--- src/rtl/btn_pkg.sv ---
// Shared constants for the button conditioner: default timing parameters,
// legal channel-count range and the per-channel event payload.
package btn_pkg;

    localparam int unsigned BTN_CH_MIN        = 2;
    localparam int unsigned BTN_CH_MAX        = 16;
    localparam int unsigned BTN_TICK_DIV      = 1000;
    localparam int unsigned BTN_STABLE        = 8;
    localparam int unsigned BTN_REPEAT_DELAY  = 50;
    localparam int unsigned BTN_REPEAT_PERIOD = 10;

    // Registered per-channel outputs, bundled so the top can fan them out.
    typedef struct packed {
        logic level;
        logic press;
        logic rel;
    } btn_evt_t;

endpackage

--- src/rtl/btn_channel.sv ---
// One conditioned button channel: two-flop synchroniser, tick-sampled debounce
// counter and registered press/release pulses. BTN_REPEAT_EN adds auto-repeat.
module btn_channel
    import btn_pkg::*;
#(
    parameter int unsigned STABLE        = BTN_STABLE
`ifdef BTN_REPEAT_EN
    ,
    parameter int unsigned REPEAT_DELAY  = BTN_REPEAT_DELAY,
    parameter int unsigned REPEAT_PERIOD = BTN_REPEAT_PERIOD
`endif
) (
    input  logic     clk,
    input  logic     rst_n,
    input  logic     tick,
    input  logic     pb,
    output btn_evt_t evt
);

    localparam int unsigned CNT_W = $clog2(STABLE + 1);

    logic             sync_q;
    logic             pb_s;
    logic [CNT_W-1:0] cnt_q;
    logic             level_q;
    logic             press_q;
    logic             rel_q;

    logic differ_c;
    logic flip_c;
    logic rep_fire_c;

    assign differ_c = (pb_s != level_q);
    assign flip_c   = tick && differ_c && (cnt_q == CNT_W'(STABLE - 1));

`ifdef BTN_REPEAT_EN
    localparam int unsigned HOLD_MAX = (REPEAT_DELAY > REPEAT_PERIOD) ? REPEAT_DELAY : REPEAT_PERIOD;
    localparam int unsigned HOLD_W   = $clog2(HOLD_MAX + 1);

    logic [HOLD_W-1:0] hold_q;
    logic              rep_phase_q;
    logic [HOLD_W-1:0] hold_nxt_c;

    // First repeat after REPEAT_DELAY held ticks, then one every REPEAT_PERIOD.
    always_comb begin
        hold_nxt_c = hold_q + HOLD_W'(1);
        rep_fire_c = tick && level_q && !flip_c &&
                     (hold_nxt_c == (rep_phase_q ? HOLD_W'(REPEAT_PERIOD) : HOLD_W'(REPEAT_DELAY)));
    end

    always_ff @(posedge clk or negedge rst_n) begin
        if (!rst_n) begin
            hold_q      <= '0;
            rep_phase_q <= 1'b0;
        end else if (!level_q || flip_c) begin
            hold_q      <= '0;
            rep_phase_q <= 1'b0;
        end else if (tick) begin
            if (rep_fire_c) begin
                hold_q      <= '0;
                rep_phase_q <= 1'b1;
            end else begin
                hold_q <= hold_nxt_c;
            end
        end
    end
`else
    assign rep_fire_c = 1'b0;
`endif

    // Synchroniser, debounce counter and edge pulses.
    always_ff @(posedge clk or negedge rst_n) begin
        if (!rst_n) begin
            sync_q  <= 1'b0;
            pb_s    <= 1'b0;
            cnt_q   <= '0;
            level_q <= 1'b0;
            press_q <= 1'b0;
            rel_q   <= 1'b0;
        end else begin
            sync_q  <= pb;
            pb_s    <= sync_q;
            press_q <= (flip_c && !level_q) || rep_fire_c;
            rel_q   <= flip_c && level_q;
            if (tick) begin
                if (!differ_c) begin
                    cnt_q <= '0;
                end else if (flip_c) begin
                    level_q <= ~level_q;
                    cnt_q   <= '0;
                end else begin
                    cnt_q <= cnt_q + CNT_W'(1);
                end
            end
        end
    end

    assign evt = '{level: level_q, press: press_q, rel: rel_q};

endmodule

--- src/rtl/button_conditioner.sv ---
// Multi-channel push-button conditioner: shared sample tick, CH debounced
// channels and a lowest-index press encoder. BTN_REPEAT_EN enables auto-repeat.
module button_conditioner
    import btn_pkg::*;
#(
    parameter int unsigned CH            = 5,
    parameter int unsigned TICK_DIV      = BTN_TICK_DIV,
    parameter int unsigned STABLE        = BTN_STABLE,
    parameter int unsigned REPEAT_DELAY  = BTN_REPEAT_DELAY,
    parameter int unsigned REPEAT_PERIOD = BTN_REPEAT_PERIOD
) (
    input  logic                  clk,
    input  logic                  rst_n,
    input  logic [CH-1:0]         pb,
    output logic [CH-1:0]         level,
    output logic [CH-1:0]         press,
    output logic [CH-1:0]         release_pulse,
    output logic                  press_any,
    output logic [$clog2(CH)-1:0] press_idx
);

    localparam int unsigned IDX_W  = $clog2(CH);
    localparam int unsigned TICK_W = (TICK_DIV > 1) ? $clog2(TICK_DIV) : 1;

    // Reject illegal configurations at elaboration.
    if (CH < BTN_CH_MIN || CH > BTN_CH_MAX) begin : g_bad_ch
        $error("button_conditioner: CH out of range");
    end
    if (TICK_DIV < 1 || STABLE < 1) begin : g_bad_timing
        $error("button_conditioner: TICK_DIV and STABLE must be >= 1");
    end
    if (REPEAT_DELAY < 1 || REPEAT_PERIOD < 1) begin : g_bad_repeat
        $error("button_conditioner: REPEAT_DELAY and REPEAT_PERIOD must be >= 1");
    end

    logic [TICK_W-1:0] tick_cnt_q;
    logic              tick_c;

    assign tick_c = (tick_cnt_q == TICK_W'(TICK_DIV - 1));

    always_ff @(posedge clk or negedge rst_n) begin
        if (!rst_n) begin
            tick_cnt_q <= '0;
        end else if (tick_c) begin
            tick_cnt_q <= '0;
        end else begin
            tick_cnt_q <= tick_cnt_q + TICK_W'(1);
        end
    end

    btn_evt_t evt [CH];

    for (genvar i = 0; i < CH; i++) begin : g_ch
        btn_channel #(
            .STABLE        (STABLE)
`ifdef BTN_REPEAT_EN
            ,
            .REPEAT_DELAY  (REPEAT_DELAY),
            .REPEAT_PERIOD (REPEAT_PERIOD)
`endif
        ) u_ch (
            .clk   (clk),
            .rst_n (rst_n),
            .tick  (tick_c),
            .pb    (pb[i]),
            .evt   (evt[i])
        );

        assign level[i]         = evt[i].level;
        assign press[i]         = evt[i].press;
        assign release_pulse[i] = evt[i].rel;
    end

    // Lowest set press bit wins; scan from the top so lower indices overwrite.
    always_comb begin
        press_idx = '0;
        for (int i = int'(CH) - 1; i >= 0; i--) begin
            if (press[i]) begin
                press_idx = IDX_W'(i);
            end
        end
    end

    assign press_any = |press;

endmodule
--- config.mk ---
export PLATFORM = sky130hd
export DESIGN_NAME = button_conditioner
export DESIGN_NICKNAME = d
export VERILOG_FILES = /design/src/rtl/btn_pkg.sv /design/src/rtl/btn_channel.sv /design/src/rtl/button_conditioner.sv
export SDC_FILE = /design/constraint.sdc
export NUM_CORES = 1
export LEC_CHECK = 0
export CORE_ASPECT_RATIO = 0.7
export CORE_MARGIN = 1
export CORE_UTILIZATION = 35
export DETAILED_ROUTE_END_ITERATION = 7
export GPL_TIMING_DRIVEN = 0
export PLACE_DENSITY = 0.51
export SYNTH_ARGS = -nofsm -noshare
export SYNTH_HDL_FRONTEND = slang
export SYNTH_SLANG_ARGS = --single-unit
--- constraint.sdc ---
create_clock -name clk -period 2.1 [get_ports clk]
set_input_delay 0.42 -clock clk [delete_from_list [all_inputs] [get_ports clk]]
set_output_delay 0.42 -clock clk [all_outputs]
set_load 0.01 [all_outputs]
Word-level counts from Yosys, hierarchy flattened

Index checks and enable logic that the tools add are counted.

Flip-flop bits (word level): 55
Input port bits: 7
Logic and storage cells: 100

Add/subtract/negate cells: 6
Eq/ne operators: 11
Mux-type cells: 16
Bitwise logic cells: 5
Reduce and logical (&&, ||, !) cells: 31

Operator list:

| cell                                                            | count |
|---|---|
| 4-bit two-way mux                                               | 10 |
| 4-bit by 1-bit adder with 4-bit output, second input constant   | 5 |
| 4-bit by 3-bit == test with 1-bit output, second input constant | 5 |
| 1-bit logical AND                                               | 20 |
| 3-bit two-way mux                                               | 5 |
| 3-bit AND reduction                                             | 5 |
| 10-bit by 1-bit adder with 10-bit output, second input constant | 1 |
| 10-bit == test, second input constant                           | 1 |
| 10-bit two-way mux                                              | 1 |
| 1-bit zero test                                                 | 5 |
| 1-bit inequality test                                           | 5 |
| 1-bit inverter                                                  | 5 |
| 5-bit OR reduction                                              | 1 |

Longest topological paths before layout

Depth in word-level cells: 5
Depth in mapped cells: 7

By module

Synthesis repeated with hierarchy kept, for this count alone.

Cells, all modules: 224
Area, all modules: 2547.4 um^2

By module, submodules not included:

| module             | times used | cells an instance | area each (um^2) |
|---|---|---|---|
| btn_channel        | 5          | 34                | 405.4 |
| button_conditioner | 1          | 54                | 520.5 |

Worst setup path after synthesis

No wires, ideal clock.

Path type: flip-flop to flip-flop
From: register tick_cnt_q[0]
To: register g_ch[3].u_ch.level_q
Setup time: 0.128 ns
Arrival time: 1.675 ns
Required time: 1.972 ns
Path slack: 0.296 ns
Cell stages (with the launch flop): 8
Buffers on the path: 2
Period minus slack after synthesis: 1.804 ns
Cell sequence: dfrtp_1 -> ha_1 -> and4b_1 -> or3b_1 -> buf_2 -> buf_6 -> o21ai_0 -> o31ai_1

Word-level cells in the longest chain between the ends: 4

Ends and longest elaborated chain:

| element                         | line                     | RTL |
|---|---|---|
| start: declaration              | button_conditioner.sv:36 | `logic [TICK_W-1:0] tick_cnt_q;` |
| start signal: assignment        | button_conditioner.sv:47 | `tick_cnt_q <= tick_cnt_q + TICK_W'(1);` |
| 10-bit == test *                | button_conditioner.sv:39 | `assign tick_c = (tick_cnt_q == TICK_W'(TICK_DIV - 1));` |
| 1-bit logical AND (2 in a row)  | btn_channel.sv:34        | `assign flip_c = tick && differ_c && (cnt_q == CNT_W'(STABLE - 1));` |
| 3-bit AND reduction (no line) * | -                        |  |
| end signal: assignment          | btn_channel.sv:89        | `level_q <= ~level_q;` |
| end: declaration                | btn_channel.sv:25        | `logic level_q;` |

Mark *: on every way between the ends. The rest lies on a longest branch, timed or not.
A chain may end at the register's enable or synchronous reset.

Final worst setup path

From: register g_ch[2].u_ch.press_q
To: output port press_idx[0]

Word-level cells in the longest chain between the ends: 3

Ends and longest elaborated chain:

| element                        | line                     | RTL |
|---|---|---|
| start: declaration             | btn_channel.sv:26        | `logic press_q;` |
| start signal: assignment       | btn_channel.sv:83        | `press_q <= (flip_c && !level_q) \|\| rep_fire_c;` |
| 3-bit two-way mux (3 in a row) | button_conditioner.sv:78 | `if (press[i]) begin` |
| end: declaration               | button_conditioner.sv:19 | `output logic [$clog2(CH)-1:0] press_idx` |

No other way between the ends.

==> results.md <==
- Yosys Warn Count: 0
- Placed cell count: 359
- Gr ovfl total: 0
- Synth unique cells: 37
- Reg2Reg Depth: 7
- Initial Utilization: 0.374
- Slew Viols, Final: 0
- Core box area: 6940 sq um
- DRC: 0
- Post-synthesis mux area share: 0.00386
- GRT busiest layer: met1
- FF+latch count, synth: 55
- Final setup vio count: 0
- Fmax: 500 MHz
- Clock slew at reported path FFs: 0.10 ns
- Post-synth net total: 252
- Status: complete, no violations
- Placement-stage cell area: 2980 sq um
- Clock root cell: clkbuf_8
- DR pass1 iterations: 4
- Area growth from synthesis to layout: 20.0%
- Io pins: 26
- TritonCTS clock tree: yes
- CP peak stage delay: 0.54 ns
- Area share of fa/ha/maj cells after synthesis: 0.0289
- Worst skew pair latency: 0.31 ns
- Critical path launch point: g_ch[2].u_ch.press_q
- Die width: 105 um
- Nets@finish: 291
- Min cycle time layout: 2.00 ns
- Crit-path max FO: 3
- CP Capture Type: primary output
- Clk pwr share: 0.327
- Syn Inst Count: 239
- Post-synthesis xor/xnor area fraction: 0.0338
- Post-synthesis compound-gate area fraction: 0.101
- Pwr dens: 537 nW/um^2
- Pwr Total: 1670 uW
- Crit path kind: flip-flop to primary output
- CP Capture Point: press_idx[0]
- Hold_buf cts: 0
- Setup Total Neg Slack: 0 ns
- Peak VDD IR: 0.292 mV
- Final Hold Vio Count: 0
- Number of antenna diodes: 0
- Reg2reg start: tick_cnt_q[0]
- Ratio of final minimum period to clock period: 0.953
- Worst slew pin tran: 0.599 ns
- Fraction of layout instances using a drive strength above 1: 0.166
- Die area: 7770 sq um
- Combinational share of power: 0.030
- Switch share: 0.218
- Deepest clock path buffer count: 2
- Met1 usage: 0.213
- Layout Cells excl Fill: 371
- Reg-to-Reg End: g_ch[4].u_ch.cnt_q[3]
- Post-synthesis sequential area ratio: 0.530
- CTS buffer count: 5
- Most frequent cells in the layout: 55 x dfrtp_1, 26 x nand2_1, 21 x buf_4, 21 x clkdlybuf4s50_1, 19 x nand3_1
- Initial antenna violation count: 0
- Final Instance Area: 3110 sq um
- Commonest non-fill, non-tap cell in the layout: dfrtp_1
- Worst Hold Class: primary input to async pin
- First-pass GRT wire length: 8.28 mm
- Largest family of logic cells by synthesized area: simple AND/OR/NAND/NOR gates
- Pin count of the biggest net entering global routing: 32
- H-tree depth: 2
- Lkg Pwr: 0.00151 uW
- Post-route ant nets: 0
- CP required: 1.68 ns
- Post-synth EDFFs: 0
- Avg Inst Size Synth: 10.9 sq um
- Row count: 25
- Number of max-cap violations: 0
- Max_slew headroom: 0.601
- Drt total wl: 4.85 mm
- Simple-gate share of the synthesized area: 0.217
- Met2 Use GR: 0.196
- Mapped Area: 2590 sq um
- Int Pwr: 1310 uW
- Post-DR vias/cell: 4.68
- R2R setup slack: 0.15 ns
- Critical-path top delay cell: clkdlybuf4s50_1
- DP HPWL: 3.42 mm
- Routability cong.: 0.788
- Worst setup SP type: flip-flop
- Vias in the first global route: 1609
- GRT Overall Usage: 0.140
- Die Height: 74.0 um
- DR WL/cell: 13.1 um
- DRT iter0 DRCs: 67
- Fin util: 0.448
- Most used DFF post-synth: dfrtp_1
- Clk sinks: 55
- Worst path arrival time: 1.58 ns
- Final clock skew: 0.00898 ns
- Critical-path cell list: buf_4 -> inv_1 -> a21oi_1 -> nor2_1 -> clkdlybuf4s50_1
- Async set-or-reset flop fraction in the synthesized netlist: 1.00
- NetSw: 365 uW
- I/O Buffers: 25
- Met3 Use GR: 0.0324
- Routed vias: 1737
- Register share of total power: 0.643
timing repair:
item,in CTS,in global routing
setup buffers,3,3
gates resized for setup,2,4
pin swaps,1,1
endpoints found under the setup margin,1,18
registers in the layout, indices dropped and copies added, names as in the netlist:
signal and cells:
g_ch.u_ch.rel_q 5, g_ch.u_ch.cnt_q 20, g_ch.u_ch.pb_s 5, g_ch.u_ch.sync_q 5, g_ch.u_ch.level_q 5, g_ch.u_ch.press_q 5, tick_cnt_q 10
logic make-up (layout without fill, tap and decap cells):
group	count (synthesis)	count (layout)
buffers and inverters	37	75
DFF	55	55
xor gates and xnor gates	10	10
AOI/OAI and AO/OA	42	42
and+or+nand+nor	88	88
muxes	1	1
adders and majority gates	6	6
area by class of cell:
| class | count | area [sq um] |
|---|---|---|
| plain buffers | 22 | 165 |
| clock buffers | 5 | 68.8 |
| clock inverters | 1 | 7.51 |
| fillers | 669 | 3830 |
| inverters | 15 | 56.3 |
| multi-input cells | 147 | 1010 |
| flip-flops and latches | 55 | 1380 |
| well taps | 94 | 118 |
| repair buffers | 32 | 314 |
synthesized netlist by cell type, drive strengths merged (6+ instances only):
master	count	area share
dfrtp	55	0.53
nand2	26	0.038
o41ai	6	0.020
and2	7	0.017
buf	21	0.062
o21ai	18	0.035
nor2	8	0.012
ha	6	0.029
xor2	9	0.030
nand3	19	0.037
nor4	7	0.019
inv	15	0.022
metrics by stage:
stage,hold slack (ns),setup slack [ns]
6_report,0.112,0.0981
2_1_floorplan,0.124,0.296
5_1_grt,0.150,-0.00240
4_1_cts,0.134,0.0322
3_5_place_dp,0.336,0.0373
3_3_place_gp,0.334,-1.21
worst min-delay path by stage:
| stage | start | to | slack, ns | depth (start not counted) |
|---|---|---|---|---|
| floorplan | rst_n | g_ch[0].u_ch.cnt_q[0] | 0.12 | 0 |
| global placement | g_ch[3].u_ch.sync_q | g_ch[3].u_ch.pb_s | 0.33 | 0 |
| detailed placement | g_ch[3].u_ch.sync_q | g_ch[3].u_ch.pb_s | 0.34 | 0 |
| CTS | rst_n | g_ch[1].u_ch.cnt_q[3] | 0.13 | 1 |
| global route | rst_n | g_ch[3].u_ch.press_q | 0.15 | 1 |
| finish | rst_n | g_ch[0].u_ch.level_q | 0.11 | 1 |
critical path, delay by kind of cell (launching register included):
| family | cells | cell delay [ns] |
|---|---|---|
| buffers and inverters | 3 | 0.73 |
| DFF | 1 | 0.42 |
| and+or+nand+nor | 1 | 0.08 |
| AOI/OAI and AO/OA | 1 | 0.05 |
power by group through the flow:
| stage | Sequential, uW | Clock [uW] | Combinational (uW) |
|---|---|---|---|
| 6_report | 1080 | 546 | 50.4 |
| 5_1_grt | 1080 | 620 | 58.5 |
| 4_1_cts | 1080 | 579 | 52.9 |
| 3_5_place_dp | 1100 | 0 | 52.7 |
| 3_3_place_gp | 1100 | 0 | 48.4 |
| 2_1_floorplan | 1100 | 0 | 12.5 |
layer usage:
metal | part of all wire | routed length, um
met4 | 0.0091 | 44
met2 | 0.40 | 1920
met3 | 0.030 | 147
met1 | 0.56 | 2740
met5 | 0 | 0
Note: power is estimated with default switching activity, not from simulation.
